**src/rtl/disp_pkg.sv**
```systemverilog
// Shared definitions for the display scanner: nibble width, scan state type
// and width helpers used to size ports and slices.
package disp_pkg;

    localparam int NIB_W = 4;

    typedef enum logic {
        IDLE = 1'b0,
        SCAN = 1'b1
    } state_t;

    // Width of one packed source word.
    function automatic int slice_w(input int digits);
        return digits * NIB_W;
    endfunction

    // Index/select width, never narrower than one bit.
    function automatic int idx_w(input int n);
        return (n > 1) ? $clog2(n) : 1;
    endfunction

endpackage

```
**src/rtl/disp_prescaler.sv**
```systemverilog
// Digit hold-time prescaler: counts 0..PRESCALE-1 while run is high and flags
// the last cycle of each hold period on tick.
module disp_prescaler #(
    parameter int PRESCALE = 1
) (
    input  logic clk,
    input  logic reset,
    input  logic run,
    output logic tick
);

    localparam int CNT_W = (PRESCALE > 1) ? $clog2(PRESCALE) : 1;

    logic [CNT_W-1:0] cnt;

    assign tick = run && (cnt == CNT_W'(PRESCALE - 1));

    // NOTE: sequential state uses non-blocking assignments so every flop samples pre-edge values.
    always_ff @(posedge clk) begin
        if (reset || !run) begin
            cnt <= '0;
        end else if (tick) begin
            cnt <= '0;
        end else begin
            cnt <= cnt + CNT_W'(1);
        end
    end

endmodule

```
**src/rtl/disp_scan.sv**
```systemverilog
// Multi-source display scanner: snapshots one packed word and serialises its
// nibbles MSB-first. Define DISP_SCAN_BLANK_EN to enable leading-zero blanking.
module disp_scan
    import disp_pkg::*;
#(
    parameter int DIGITS   = 4,
    parameter int NUM_SRC  = 2,
    parameter int PRESCALE = 1
) (
    input  logic                                 clk,
    input  logic                                 reset,
    input  logic [NUM_SRC*slice_w(DIGITS)-1:0]   src_data,
    input  logic [idx_w(NUM_SRC)-1:0]            src_sel,
    input  logic                                 enable,
    output logic [NIB_W-1:0]                     display_out,
    output logic [idx_w(DIGITS)-1:0]             digit_idx,
    output logic [DIGITS-1:0]                    digit_en,
    output logic                                 sync,
    output logic                                 frame_done
);

    localparam int SRC_W = slice_w(DIGITS);
    localparam int IDX_W = idx_w(DIGITS);
    localparam int SEL_W = idx_w(NUM_SRC);

    state_t            state;
    logic [SRC_W-1:0]  snap;
    logic [SRC_W-1:0]  sel_word;
    logic [IDX_W-1:0]  nxt_idx;
    logic [DIGITS-1:0] load_mask;
    logic [DIGITS-1:0] cur_mask;
    logic              tick;
    logic              last_digit;
    logic              advance;
    logic              load;

    function automatic logic [NIB_W-1:0] nib_at(input logic [SRC_W-1:0] w,
                                                input logic [IDX_W-1:0] i);
        nib_at = '0;
        for (int d = 0; d < DIGITS; d++) begin
            if (i == IDX_W'(d)) nib_at = w[d*NIB_W +: NIB_W];
        end
    endfunction

    // Out-of-range selects fall back to source 0.
    // NOTE: combinational blocks assign a default first so no path can infer a latch.
    always_comb begin
        sel_word = src_data[SRC_W-1:0];
        for (int k = 1; k < NUM_SRC; k++) begin
            if (src_sel == SEL_W'(k)) sel_word = src_data[k*SRC_W +: SRC_W];
        end
    end

`ifdef DISP_SCAN_BLANK_EN
    logic [DIGITS-1:0] mask_q;
    logic              nz_seen;

    // A digit is shown if it or any more significant nibble is non-zero; digit 0 always shows.
    always_comb begin
        load_mask    = '0;
        load_mask[0] = 1'b1;
        nz_seen      = 1'b0;
        for (int i = DIGITS - 1; i >= 1; i--) begin
            if (sel_word[i*NIB_W +: NIB_W] != '0) nz_seen = 1'b1;
            load_mask[i] = nz_seen;
        end
    end

    always_ff @(posedge clk) begin
        if (reset) begin
            mask_q <= '0;
        end else if (load) begin
            mask_q <= load_mask;
        end
    end

    assign cur_mask = mask_q;
`else
    assign load_mask = '1;
    assign cur_mask  = '1;
`endif

    disp_prescaler #(
        .PRESCALE (PRESCALE)
    ) u_prescaler (
        .clk   (clk),
        .reset (reset),
        .run   (state == SCAN),
        .tick  (tick)
    );

    assign last_digit = (state == SCAN) && tick && (digit_idx == '0);
    assign advance    = (state == SCAN) && tick && (digit_idx != '0);
    assign load       = enable && ((state == IDLE) || last_digit);
    assign nxt_idx    = digit_idx - IDX_W'(1);

    // Decoded purely from flops, so there is no input-to-output path.
    assign frame_done = last_digit;

    always_ff @(posedge clk) begin
        if (reset) begin
            state       <= IDLE;
            snap        <= '0;
            display_out <= '0;
            digit_idx   <= '0;
            digit_en    <= '0;
            sync        <= 1'b0;
        end else if (load) begin
            state       <= SCAN;
            snap        <= sel_word;
            digit_idx   <= IDX_W'(DIGITS - 1);
            display_out <= load_mask[DIGITS-1] ? sel_word[SRC_W-1 -: NIB_W] : '0;
            digit_en    <= {load_mask[DIGITS-1], {(DIGITS-1){1'b0}}};
            sync        <= 1'b1;
        end else if (last_digit) begin
            state       <= IDLE;
            display_out <= '0;
            digit_idx   <= '0;
            digit_en    <= '0;
            sync        <= 1'b0;
        end else if (advance) begin
            digit_idx   <= nxt_idx;
            display_out <= cur_mask[nxt_idx] ? nib_at(snap, nxt_idx) : '0;
            digit_en    <= (DIGITS'(1) << nxt_idx) & cur_mask;
            sync        <= 1'b0;
        end else begin
            sync        <= 1'b0;
        end
    end

endmodule

```
**config.mk**
```make
export PLATFORM = sky130hd
export DESIGN_NAME = disp_scan
export DESIGN_NICKNAME = d
export VERILOG_FILES = /design/src/rtl/disp_pkg.sv /design/src/rtl/disp_prescaler.sv /design/src/rtl/disp_scan.sv
export SDC_FILE = /design/constraint.sdc
export NUM_CORES = 1
export LEC_CHECK = 0
export CORE_MARGIN = 2
export CORE_UTILIZATION = 40
export DETAILED_ROUTE_END_ITERATION = 6
export PLACE_DENSITY_LB_ADDON = 0.25
export REMOVE_ABC_BUFFERS = 1
export SYNTH_ARGS = -nofsm -noshare
export SYNTH_HDL_FRONTEND = slang
export SYNTH_SLANG_ARGS = --single-unit
```
**constraint.sdc**
```tcl
create_clock -name clk -period 3.32 [get_ports clk]
set_input_delay 0.498 -clock clk [delete_from_list [all_inputs] [get_ports clk]]
set_output_delay 0.498 -clock clk [all_outputs]
set_load 0.005 [all_outputs]
```
==> flow_summary.toml, run 1 <==
[clocking]
h-tree-depth = 1
cts_resized = 0
cts_made_buffers = 3
clk_pin_slew_ns = 0.14
cts_hold_buf = 0
cts_root_buf = "clkbuf_4"
clockBufferDepth = 2
cts_setup_buffers = 0
tritoncts = "built"
worstSkewPairLatency_ns = 0.32
cts.sinks = 25

[yosys]
synth_ff_type = "dfxtp_1"
ys_warn_count = 0
synthTopCellsByArea = "dfxtp_1, mux2i_1, a211oi_2"
yosysTopAreaCell = "dfxtp_1"
synth_edf_count = 0
syn_area_um2 = 1313
ys_ff_latch = 25
syn-instance-count = 133
synthArstFlopShare_pct = 0
avgSynthCellArea_um2 = 9.868
synth_top_area_share_pct = 38.13
yosys-top-cells-count = "dfxtp_1, mux2i_1, nor2_1"
ys_seq_area_share_pct = 38.13
synth_cell_types = 25
synth.most_common_cell = "dfxtp_1"

[final_layout]
drive_above_1_share_pct = 12.72
design_area_um2 = 1758
diodes = 0
multi_input_area_um2 = 683.2
area_growth_pct = 33.94
fill_cells = 284
fin_nets = 210
ff_latch_area_um2 = 500.5

[run]
cap_viol_max_count = 0

[detailed_routing]
drtIter0Drc = 26
firstDrtPassIters = 4
routed_wl_um = 2752
routedWlPerCell_um = 12.68
vias = 1074
viasPerCell = 4.949
drc = 0
detail-route-antenna-nets = 0

[outcome]
outcome = "finished clean"

[timing]
finalCriticalPeriod_ns = 2.307
min_period_over_period_pct = 69.49
fmax_mhz = 433.4
hold_violations = 0
grt_setup_unrepaired = "false"
setup_viol = 0
slew_viol_final = 0
tns_ns = 0
worstMarginPinSlew_ns = 0.7775
slew_headroom_pct = 48.10
skew_ns = 0.007490

[grt]
grt_pass1_vias = 1020
antenna_found_initial = 0
overflow = 0
grt_max_degree = 35
groute.usage.overall_pct = 16.80
grt_pass1_wl_um = 4692

[setup_path]
worstPathMaxFanout = 19
critical_path_buf_inv_count = 1
start_kind = "flip-flop"
max_stage_delay_ns = 0.85
end_kind = "output port"
cpLargestDelayFamily = "flip-flops"
cp_cell_sequence = "clkdlybuf4s50_1"
critical_path_class = "reg2out"
cp_slowest_cell = "dfxtp_1"
arrival_ns = 1.81
worst_ep_required_time_ns = 2.82

[floorplanning]
die_width_um = 61.28
ios = 48
num_rows = 20
die_y_um = 61.28
initial_core_util_pct = 42.64
dieArea_um2 = 3755
core_um2 = 3078

[placement]
place_area_um2 = 1728
hpwl_um = 2073
globalplace.congestion = 0.6888
port_buffers = 47

[worst_hold_path]
hp-class = "reg2reg"

[pwr]
power_mw = 0.6483
power.leakage_nw = 0.6622
vdd_drop_max_mv = 0.2178
powerDensity_nw_per_um2 = 368.8
## registers in the layout, indices dropped and copies added (netlist names)
register and count:
snap 12, digit_en 4, display_out 4, digit_idx 2, state 1, sync 1, u_prescaler.cnt 1
## cells by family after synthesis
family	Yosys count	share of synthesized area, %
and+or+nand+nor	34	12.20
buffers and inverters	14	9.819
xor gates and xnor gates	1	0.6674
muxes	20	15.25
AOI/OAI and AO/OA	38	23.64
DFF	25	38.13
other	1	0.2857
## through the flow
stage / worst slack, ns / util (%) / cells / hold WS [ns]
after floorplan: 1.577 / - / 120 / 0.4657
after global placement: 1.171 / 56.14 / 213 / 0.4505
after detailed placement: 1.125 / 56.14 / 213 / 0.4570
after CTS: 0.9953 / 57.11 / 217 / 0.4905
after global routing: 0.8992 / 57.11 / 217 / 0.5123
final: 1.013 / 57.11 / 217 / 0.4815
## cell type report
cell class / count / share of cell area, %
clock buffer: 3 / 1.281
clock inverter: 1 / 0.4270
sequential: 25 / 28.47
multi-input combinational: 94 / 38.86
inverter: 1 / 0.2135
tap: 44 / 3.132
timing repair buffer: 49 / 27.62
## routing by layer
metal	share of wire (%)	track usage (%)	vias up
li1	-	-	552
met1	44	21.01	493
met2	51	29.18	25
met3	4.4	2.941	4
met4	1.1	5.590	0
met5	0	0	-
## final timing paths
| check | cells past startpoint | start | endpoint | slack [ns] |
|---|---|---|---|---|
| hold / removal | 1 | display_out[0] | display_out[0] | 0.48 |
| hold reg to reg | 1 | display_out[0] | display_out[0] | 0.48 |
| setup / recovery | 1 | digit_idx[0] | digit_idx[0] | 1.01 |
| setup reg to reg | 4 | digit_idx[0] | display_out[3] | 1.34 |
## where the power goes
group | internal (mW) | switching [mW] | total [mW]
clock | 0.0460 | 0.0920 | 0.138
sequential | 0.324 | 0.0257 | 0.349
combinational | 0.0979 | 0.0629 | 0.161
total | 0.468 | 0.181 | 0.648
## placed cells by master (no fill, tap or decap), drive strengths merged
| cell | Yosys | layout |
|---|---|---|
| dfxtp | 25 | 25 |
| nor3 | 2 | 2 |
| a21oi | 14 | 14 |
| conb | 1 | 1 |
| and2 | 1 | 1 |
| inv | 1 | 1 |
| a32o | 4 | 4 |
| o21ai | 2 | 2 |
| or2 | 4 | 4 |
| clkbuf | 2 | 3 |
| buf | 11 | 2 |
| clkinvlp | 0 | 1 |
| nor2 | 17 | 17 |
| mux2i | 20 | 20 |
| clkdlybuf4s50 | 0 | 47 |
| nand3 | 1 | 1 |
| nand2 | 4 | 4 |
| nor2b | 3 | 3 |
| a211oi | 17 | 17 |
| xor2 | 1 | 1 |
| o31ai | 1 | 1 |
| or2b | 1 | 1 |
| or3 | 1 | 1 |
## worst reg2reg max path, delay by kind of cell, from the launching register on
| kind | cells | cell delay (ns) |
|---|---|---|
| simple gates | 2 | 0.65 |
| flops | 1 | 0.85 |
| compound gates | 2 | 0.39 |
(Power assumes the default switching activity.)
==> run 2, diff against run 1 <==
==> constraint.sdc (replaced) <==
create_clock -name clk -period 2.3 [get_ports clk]
set_input_delay 0.345 -clock clk [delete_from_list [all_inputs] [get_ports clk]]
set_output_delay 0.345 -clock clk [all_outputs]
set_load 0.005 [all_outputs]
==> flow_summary.toml, run 2 (synthesized netlist as in run 1, its figures left out) <==
[timing]
setup_ws_ns = 0.1949
slew_viol_final = 0
finalCriticalPeriod_ns = 2.105
min_period_over_period_pct = 91.53
hold_violations = 0
setup_viol = 0
holdWs_ns = 0.4962
skew_ns = 0.002870
grt_setup_unrepaired = "false"
fmax_mhz = 475.0
tns_ns = 0

[final_layout]
multi_input_area_um2 = 683.2
top_register = "snap"
diodes = 0
design_area_um2 = 1769
mostFrequentLayoutCells = "clkdlybuf4s50_1, dfxtp_1, mux2i_1"
fill_cells = 279
ff_latch_area_um2 = 500.5
area_growth_pct = 34.80
utilization_pct = 57.48
fin_nets = 212
layout_commonest_cell = "clkdlybuf4s50_1"
reg.largest.list = "snap: 12 flops, digit_en: 4 flops, display_out: 4 flops"
largest_reg_flops = 12
drive_above_1_share_pct = 13.14

[setup_path]
path_depth = 3
worstPathMaxFanout = 7
r2r_cells = 5
rrSetupSlack_ns = 0.53
start_kind = "flip-flop"
endpoint = "frame_done"
worst_ep_required_time_ns = 1.96
critical_path_buf_inv_count = 1
critical_path_class = "reg2out"
max_stage_delay_ns = 0.54
arrival_ns = 1.76
r2r_start = "digit_idx[0]"
worstReg2RegEnd = "display_out[3]"
worstSetupStartpoint = "state"
end_kind = "output port"
cp_slowest_cell = "clkdlybuf4s50_1"
cpLargestDelayFamily = "buffers and inverters"
cp_cell_sequence = "or2b_1 -> nor3_1 -> clkdlybuf4s50_1"

[clocking]
clockBufferDepth = 2
cts_root_buf = "clkbuf_4"
cts_resized = 0
tritoncts = "built"
cts_made_buffers = 3
worstSkewPairLatency_ns = 0.31
cts_hold_buf = 0
cts.sinks = 25
clk_pin_slew_ns = 0.12
h-tree-depth = 1
cts_setup_buffers = 0

[grt]
overflow = 0
grt_max_degree = 35
groute.usage.overall_pct = 17.18
grt_pass1_wl_um = 4816
antenna_found_initial = 0
grt_pass1_vias = 1138

[floorplanning]
num_rows = 20
core_um2 = 3078
dieArea_um2 = 3755
die_width_um = 61.28
ios = 48
die_y_um = 61.28
initial_core_util_pct = 42.64

[detailed_routing]
drtIter0Drc = 31
routed_wl_um = 2739
firstDrtPassIters = 4
routedWlPerCell_um = 12.51
detail-route-antenna-nets = 0
drc = 0
vias = 1090
viasPerCell = 4.977

[worst_hold_path]
hp-class = "reg2reg"
hp-start = "digit_en[2]"

[placement]
hpwl_um = 2085
place_area_um2 = 1743
dp_slack_ns = 0.4769
port_buffers = 47
globalplace.congestion = 0.7982

[outcome]
outcome = "finished clean"

[pwr]
powerDensity_nw_per_um2 = 525.1
power.leakage_nw = 0.6734
vdd_drop_max_mv = 0.4262

[run]
cap_viol_max_count = 0
[run 2: layer usage]
layer	routed length (um)	global-route usage (%)
met4	13	4.348
met3	146	4.832
met1	1146	19.53
met2	1432	31.46
met5	0	0
[run 2: cell type report]
| class | count | area share (%) |
|---|---|---|
| Clock buffer | 4 | 1.485 |
| Sequential cell | 25 | 28.29 |
| Timing Repair Buffer | 51 | 28.29 |
| Tap cell | 44 | 3.112 |
| Inverter | 1 | 0.2122 |
| Multi-Input combinational cell | 94 | 38.61 |
[run 2: worst min path at each step]
| stage | endpoint | slack [ns] | cells past startpoint |
|---|---|---|---|
| after floorplan | snap[10] | 0.41 | 1 |
| after global placement | display_out[0] | 0.46 | 1 |
| after detailed placement | digit_en[3] | 0.47 | 2 |
| after CTS | digit_en[2] | 0.50 | 2 |
| after global routing | display_out[3] | 0.52 | 1 |
| final | digit_en[2] | 0.50 | 2 |
[run 2: power breakdown]
group	total (mW)	switching [mW]	internal, mW
sequential	0.495	0.0279	0.467
clock	0.189	0.121	0.0678
combinational	0.245	0.101	0.145
[run 2: worst min-delay path, cell delays in order (launching register included)]
cell	delay, ns
dfxtp_1	0.33
o21ai_0	0.07
a21oi_1	0.06
[run 2: stage by stage]
stage | std cells | total power [mW]
detailed placement | 215 | 0.7522
CTS | 219 | 0.9474
global route | 219 | 0.9946
floorplan | 120 | 0.6188
global placement | 215 | 0.7444
finish | 219 | 0.9291
==> run 3, diff against run 2 <==
--- a/config.mk
+++ b/config.mk
@@ -7,6 +7,7 @@
 export LEC_CHECK = 0
 export CORE_MARGIN = 2
 export CORE_UTILIZATION = 40
+export CTS_CLUSTER_DIAMETER = 40
 export DETAILED_ROUTE_END_ITERATION = 6
 export PLACE_DENSITY_LB_ADDON = 0.25
 export REMOVE_ABC_BUFFERS = 1
==> results of run 3 <==
Same layout as run 2: the final DEF is identical, and so are final timing and power.
